[config.mk]
export PLATFORM = sky130hd
export DESIGN_NAME = approx_err_stats
export DESIGN_NICKNAME = d
export VERILOG_FILES = /design/src/rtl/approx_err_stats.sv
export SDC_FILE = /design/constraint.sdc
export NUM_CORES = 1
export LEC_CHECK = 0
export ABC_AREA = 1
export CORE_MARGIN = 2
export CORE_UTILIZATION = 50
export CTS_BUF_LIST = sky130_fd_sc_hd__clkbuf_16
export DETAILED_ROUTE_END_ITERATION = 16
export PLACE_DENSITY = 0.7
export SLEW_MARGIN = 30
export SYNTH_ARGS = -nofsm -noshare
export SYNTH_HDL_FRONTEND = slang
export SYNTH_SLANG_ARGS = --single-unit
[constraint.sdc]
create_clock -name clk -period 12 [get_ports clk]
set_input_delay 1.8 -clock clk [delete_from_list [all_inputs] [get_ports clk]]
set_output_delay 1.8 -clock clk [all_outputs]
set_load 0.01 [all_outputs]
[src/rtl/approx_err_stats.sv]
// rtl/approx_err_stats.sv - error-distance statistics (sum, max, count) for an approximate signed multiplier
module approx_err_stats #(
   parameter int W     = 16,
   parameter int CNT_W = 20,
   parameter int ACC_W = 52
) (
   input  logic               clk,
   input  logic               rst,
   input  logic               start,
   input  logic [CNT_W-1:0]   n_samples,
   input  logic               in_valid,
   output logic               in_ready,
   input  logic [W-1:0]       a,
   input  logic [W-1:0]       b,
   input  logic [2*W-1:0]     product,
   output logic               busy,
   output logic               done,
   output logic [ACC_W-1:0]   sum_ed,
   output logic [2*W-1:0]     max_ed,
   output logic [CNT_W-1:0]   err_cnt,
   output logic [CNT_W-1:0]   sample_cnt
);
   typedef enum logic [1:0] {IDLE, RUN, DRAIN} state_t;

   state_t             state_q, state_d;
   logic [CNT_W-1:0]   n_q, n_d;
   logic [CNT_W-1:0]   acc_cnt_q, acc_cnt_d;
   logic [1:0]         drain_q, drain_d;
   logic               done_q, done_d;
   logic               in_ready_q, in_ready_d;
   logic               busy_q, busy_d;
   logic               clear;
   logic               transfer;

   logic               s1_v_q, s1_v_d;
   logic [2*W:0]       exact_q, exact_d;
   logic [2*W:0]       approx_q, approx_d;
   logic               s2_v_q, s2_v_d;
   logic [2*W-1:0]     ed_q, ed_d;
   logic [2*W-1:0]     mult;
   logic [2*W:0]       diff;
   logic [2*W:0]       diff_abs;

   logic [ACC_W-1:0]   sum_q, sum_d;
   logic [2*W-1:0]     max_q, max_d;
   logic [CNT_W-1:0]   err_q, err_d;
   logic [CNT_W-1:0]   cnt_q, cnt_d;

   assign transfer = in_valid & in_ready_q;

   always_comb begin
      state_d   = state_q;
      n_d       = n_q;
      acc_cnt_d = acc_cnt_q;
      drain_d   = drain_q;
      done_d    = 1'b0;
      clear     = 1'b0;
      case (state_q)
         IDLE: begin
            if (start) begin
               clear     = 1'b1;
               n_d       = n_samples;
               acc_cnt_d = '0;
               if (n_samples == '0) done_d = 1'b1;
               else                 state_d = RUN;
            end
         end
         RUN: begin
            if (transfer) begin
               acc_cnt_d = acc_cnt_q + 1'b1;
               if (acc_cnt_d == n_q) begin
                  state_d = DRAIN;
                  drain_d = 2'd0;
               end
            end
         end
         DRAIN: begin
            // Three edges in DRAIN let the last beat reach the accumulator.
            if (drain_q == 2'd2) begin
               state_d = IDLE;
               done_d  = 1'b1;
            end else begin
               drain_d = drain_q + 1'b1;
            end
         end
         default: state_d = IDLE;
      endcase
      in_ready_d = (state_d == RUN);
      busy_d     = (state_d != IDLE);
   end

   always_comb begin
      mult     = $signed(a) * $signed(b);
      exact_d  = {mult[2*W-1], mult};
      approx_d = {product[2*W-1], product};
      s1_v_d   = transfer;
      diff     = approx_q - exact_q;
      diff_abs = diff[2*W] ? (~diff + 1'b1) : diff;
      // |approx - exact| never exceeds 3*2^(2W-2), so the top bit is always zero.
      ed_d     = diff_abs[2*W-1:0];
      s2_v_d   = s1_v_q;

      sum_d = sum_q;
      max_d = max_q;
      err_d = err_q;
      cnt_d = cnt_q;
      if (clear) begin
         sum_d = '0;
         max_d = '0;
         err_d = '0;
         cnt_d = '0;
      end else if (s2_v_q) begin
         sum_d = sum_q + ACC_W'(ed_q);
         cnt_d = cnt_q + 1'b1;
         if (ed_q != '0)   err_d = err_q + 1'b1;
         if (ed_q > max_q) max_d = ed_q;
      end
   end

   always_ff @(posedge clk) begin
      if (rst) begin
         state_q    <= IDLE;
         n_q        <= '0;
         acc_cnt_q  <= '0;
         drain_q    <= '0;
         done_q     <= 1'b0;
         in_ready_q <= 1'b0;
         busy_q     <= 1'b0;
         s1_v_q     <= 1'b0;
         exact_q    <= '0;
         approx_q   <= '0;
         s2_v_q     <= 1'b0;
         ed_q       <= '0;
         sum_q      <= '0;
         max_q      <= '0;
         err_q      <= '0;
         cnt_q      <= '0;
      end else begin
         state_q    <= state_d;
         n_q        <= n_d;
         acc_cnt_q  <= acc_cnt_d;
         drain_q    <= drain_d;
         done_q     <= done_d;
         in_ready_q <= in_ready_d;
         busy_q     <= busy_d;
         s1_v_q     <= s1_v_d;
         exact_q    <= exact_d;
         approx_q   <= approx_d;
         s2_v_q     <= s2_v_d;
         ed_q       <= ed_d;
         sum_q      <= sum_d;
         max_q      <= max_d;
         err_q      <= err_d;
         cnt_q      <= cnt_d;
      end
   end

   assign in_ready   = in_ready_q;
   assign busy       = busy_q;
   assign done       = done_q;
   assign sum_ed     = sum_q;
   assign max_ed     = max_q;
   assign err_cnt    = err_q;
   assign sample_cnt = cnt_q;
endmodule

==> reports/qor.log <==
qor: logic_synthesis.ys.flop_type sky130_fd_sc_hd__dfxtp_1
qor: clock_network.tritoncts_clock_tree built
qor: final_layout.final_cell_mix 905 x sky130_fd_sc_hd__inv_1, 861 x sky130_fd_sc_hd__nand2_1, 426 x sky130_fd_sc_hd__nor2_1
qor: die.die_area 55,600 um^2
qor: sta.timing_max_transition_violations_final 0
qor: power_and_ir_drop.switchingPower 4.27 mW
qor: logic_synthesis.synth.ff_latch_count 269
qor: logic_synthesis.combinational_family_with_the_most_area_after_synthesis adder cells
qor: power_and_ir_drop.p_total 8.14 mW
qor: route.drt_wirelength 69.7 mm
qor: global_route.globalRouteTotalUtil 25.5%
qor: sta.achievable-frequency 0.120 GHz
qor: worst_setup_path.worstPathCellList clkdlybuf4s50_1 > nand2_1 > fa_1 > inv_1 > fa_1 > inv_1 > fa_1 > fa_1 > inv_1 > fa_1 > inv_1 > fa_1 > inv_1 > ha_1 > nand2_1 > nor2_1 > inv_1 > o311ai_0 > nand2_1 > nand2_1 > a21oi_1 > nand2_1 > nand2_1 > nor2_1
qor: sta.final.hold.worst_slack 0.405 ns
qor: worst_setup_path.kind_of_critical_path in2reg
qor: worst_setup_path.crit_slowest_cell sky130_fd_sc_hd__clkdlybuf4s50_1
qor: logic_synthesis.async_reset_ff_share 0%
qor: die.std_cell_rows 84
qor: worst_setup_path.cp.arrival 8.84 ns
qor: sta.unrepaired_setup_endpoints_after_global_routing false
qor: logic_synthesis.synthTopCellsByArea sky130_fd_sc_hd__dfxtp_1 20%, sky130_fd_sc_hd__fa_1 20%, sky130_fd_sc_hd__inv_1 13%
qor: die.core_footprint 52,900 um^2
qor: worst_setup_path.critical-path-max-stage-delay 0.91 ns
qor: global_route.grt_overflow 0
qor: clock_network.numClockSinks 269
qor: logic_synthesis.seq_area_frac_synth 20.1%
qor: logic_synthesis.synth_compound_gate_area_share 10.2%
qor: global_route.grt_pass1_vias 23,600
qor: logic_synthesis.synthesis.nets 4,452
qor: sta.maxSlewHeadroom 39.2%
qor: power_and_ir_drop.internal_power 3.87 mW
qor: logic_synthesis.synthDominantAreaCellType sky130_fd_sc_hd__dfxtp_1
qor: worst_setup_path.path_buf_inv 7
qor: die.top_level_ports 215
qor: route.wl_per_cell 14.6 um
qor: power_and_ir_drop.combinationalPowerShare 73.2%
qor: route.detail_route.first_pass.iterations 5
qor: logic_synthesis.netlist_instances 3,917
qor: route.drt_drc_violations_left 0
qor: logic_synthesis.post_synth_fa_ha_maj_area_fraction 28.2%
qor: power_and_ir_drop.switching_share 52.4%
qor: worst_setup_path.crit_path_end_kind flop
qor: sta.fin_worst_skew 0.0185 ns
qor: sta.fin_ws 3.66 ns
qor: placement.place.gp.congestion 0.927
qor: clock_network.h-tree-depth 1
qor: clock_network.ctsHoldBuffers 0
qor: clock_network.cts_made_buffers 29
qor: die.initial_utilization 50.8%
qor: worst_setup_path.crit_family adder cells
qor: logic_synthesis.synth.area.mux_share 0%
qor: die.die-height 236 um
qor: logic_synthesis.post_synth.cell_area_avg 6.86 um^2
qor: sta.finalHoldViolCount 0
qor: flow_run.maxCapViolCount 0
qor: final_layout.layout_cell_share_with_drive_strength_beyond_1 2.74%
qor: global_route.initial_antenna_violation_count 0
qor: route.vias_per_cell 5.07
qor: final_layout.finish.utilization 57.9%
qor: logic_synthesis.synth_simple_gate_area_share 24.9%
qor: sta.final.period_utilization 69.5%
qor: power_and_ir_drop.power-per-cell-area 266 nW/um^2
qor: clock_network.clk-insertion-delay-late 0.57 ns
qor: placement.detailedPlacementHpwl 56.0 mm
qor: logic_synthesis.mappedNetlistArea 26,900 um^2
qor: global_route.wire_length_of_the_first_global_routing_pass 117 mm
qor: clock_network.cts_repair_resize_count 0
qor: power_and_ir_drop.power_leakage 15.5 nW
qor: sta.final-setup-viol-count 0
qor: clock_network.clkSlewWorstSetupHoldPaths 0.06 ns
qor: final_layout.syn_to_final_growth 14.0%
qor: sta.final_critical_period 8.34 ns
qor: logic_synthesis.synth_edf_count 0
qor: status.status finished, final reports clean
qor: sta.tightestPinTransition 0.912 ns
qor: logic_synthesis.post_synth_num_cell_types 54
qor: clock_network.cts-root-buf sky130_fd_sc_hd__clkbuf_16
qor: power_and_ir_drop.share_seq_of_total_power 14.0%
qor: route.dr_total_vias 24,200
qor: power_and_ir_drop.p_clk_share 12.8%
qor: route.final_antenna_net_count 0
qor: final_layout.num-nets-final 4,596
qor: global_route.grt_max_degree 74
qor: route.detailedRoute.firstIterationViolations 1,562
qor: die.overall_die_width 236 um
qor: final_layout.n_antenna_cell 0
qor: logic_synthesis.synth_largest_type_area_fraction 20.1%
qor: power_and_ir_drop.max-vdd-ir-drop 0.452 mV
qor: worst_setup_path.cp_data_required_time 12.50 ns
qor: logic_synthesis.ys_warn_count 0
qor: sta.finalSetupTns 0 ns
qor: hold_path.hold_class reg2reg
qor: placement.dpl_ws 3.15 ns
qor: worst_setup_path.crit_path_max_fanout 16
qor: worst_setup_path.start_kind input port
qor: clock_network.postCtsSetupRepairBufs 0
qor: clock_network.max-clock-path-buffers 3
qor: final_layout.layout_commonest_cell sky130_fd_sc_hd__inv_1
qor: placement.port_buffers 214
qor: logic_synthesis.synth_xor_xnor_area_share 2.31%
[synthesized netlist by cell type, types with 6 or more instances]
cell / count
sky130_fd_sc_hd__nor2_1: 427
sky130_fd_sc_hd__nor3_1: 51
sky130_fd_sc_hd__o21ai_0: 187
sky130_fd_sc_hd__fa_1: 264
sky130_fd_sc_hd__nand3b_1: 7
sky130_fd_sc_hd__nand2_1: 861
sky130_fd_sc_hd__a31oi_1: 20
sky130_fd_sc_hd__nor4_1: 24
sky130_fd_sc_hd__a21o_1: 17
sky130_fd_sc_hd__clkbuf_1: 102
sky130_fd_sc_hd__o21a_1: 15
sky130_fd_sc_hd__or2_2: 14
sky130_fd_sc_hd__nor2_2: 6
sky130_fd_sc_hd__dfxtp_1: 269
sky130_fd_sc_hd__and2_1: 9
sky130_fd_sc_hd__nand4_1: 48
sky130_fd_sc_hd__nand2_2: 10
sky130_fd_sc_hd__ha_1: 183
sky130_fd_sc_hd__xnor2_1: 28
sky130_fd_sc_hd__nand3_1: 130
sky130_fd_sc_hd__a21oi_1: 221
sky130_fd_sc_hd__buf_2: 6
sky130_fd_sc_hd__o21bai_1: 15
sky130_fd_sc_hd__inv_1: 903
sky130_fd_sc_hd__o21ai_1: 7
sky130_fd_sc_hd__nand3_2: 6
sky130_fd_sc_hd__xor2_1: 37
[flip-flops by register name (all words and copies together), names as in the netlist]
register,cells
sum_ed,52
approx_q,32
ed_q,32
exact_q,32
max_ed,32
acc_cnt_q,20
err_cnt,20
n_q,20
sample_cnt,20
drain_q,2
state_q,2
busy,1
done,1
in_ready,1
s1_v_q,1
s2_v_q,1
[cells by family (layout without fill, tap and decap cells)]
group	count (synthesis)	after routing
simple gates	1607	1607
buf+inv	1022	1187
compound gates	505	505
fa+ha+maj	447	447
flops	269	269
xor+xnor	67	67
[power by group through the flow]
stage / clock network [mW] / registers (mW) / logic (mW)
final: 1.04 / 1.14 / 5.96
after global routing: 1.09 / 1.15 / 6.94
after CTS: 1.06 / 1.14 / 5.96
after detailed placement: 0 / 1.16 / 5.94
after global placement: 0 / 1.16 / 5.83
after floorplan: 0 / 1.11 / 4.62
[path summary, 6_finish.rpt]
check	slack [ns]	from	cells after the start	endpoint
hold / removal	0.40	s1_v_q	2	s2_v_q
setup / recovery	3.66	b[4]	24	exact_q[31]
hold reg to reg	0.40	s1_v_q	2	s2_v_q
setup reg to reg	8.50	ed_q[0]	17	sum_ed[44]
[layer usage]
layer / share of wire, % / up-vias / track usage (%)
met5: 0 / - / 0
met2: 47 / 609 / 44.2
met4: 2.9 / 0 / 7.20
met1: 45 / 11200 / 33.9
li1: - / 12200 / -
met3: 5.0 / 118 / 2.57
[per-stage QoR]
stage               cell area (um^2)  std cells
global route                   30600       4770
finish                         30600       4770
floorplan                      26900       3917
global placement               29500       4718
CTS                            30600       4770
detailed placement             29500       4718
[worst register-to-register path, delay by kind of cell, from the launching register on]
kind | cells | cell delay [ns]
compound gates | 3 | 0.55
buf+inv | 2 | 0.22
simple gates | 10 | 1.42
fa+ha+maj | 2 | 0.74
flops | 1 | 0.46
[area by class of cell]
type                            count  area [um^2]
Multi-Input combinational cell   2626        17600
Clock inverter                     23          370
Timing Repair Buffer              225         2220
Fill cell                        5110        22300
Sequential cell                   269         5390
Tap cell                          688          861
Clock buffer                       29          726
Inverter                          910         3420
No activity file was read; power rests on OpenSTA's default activity.
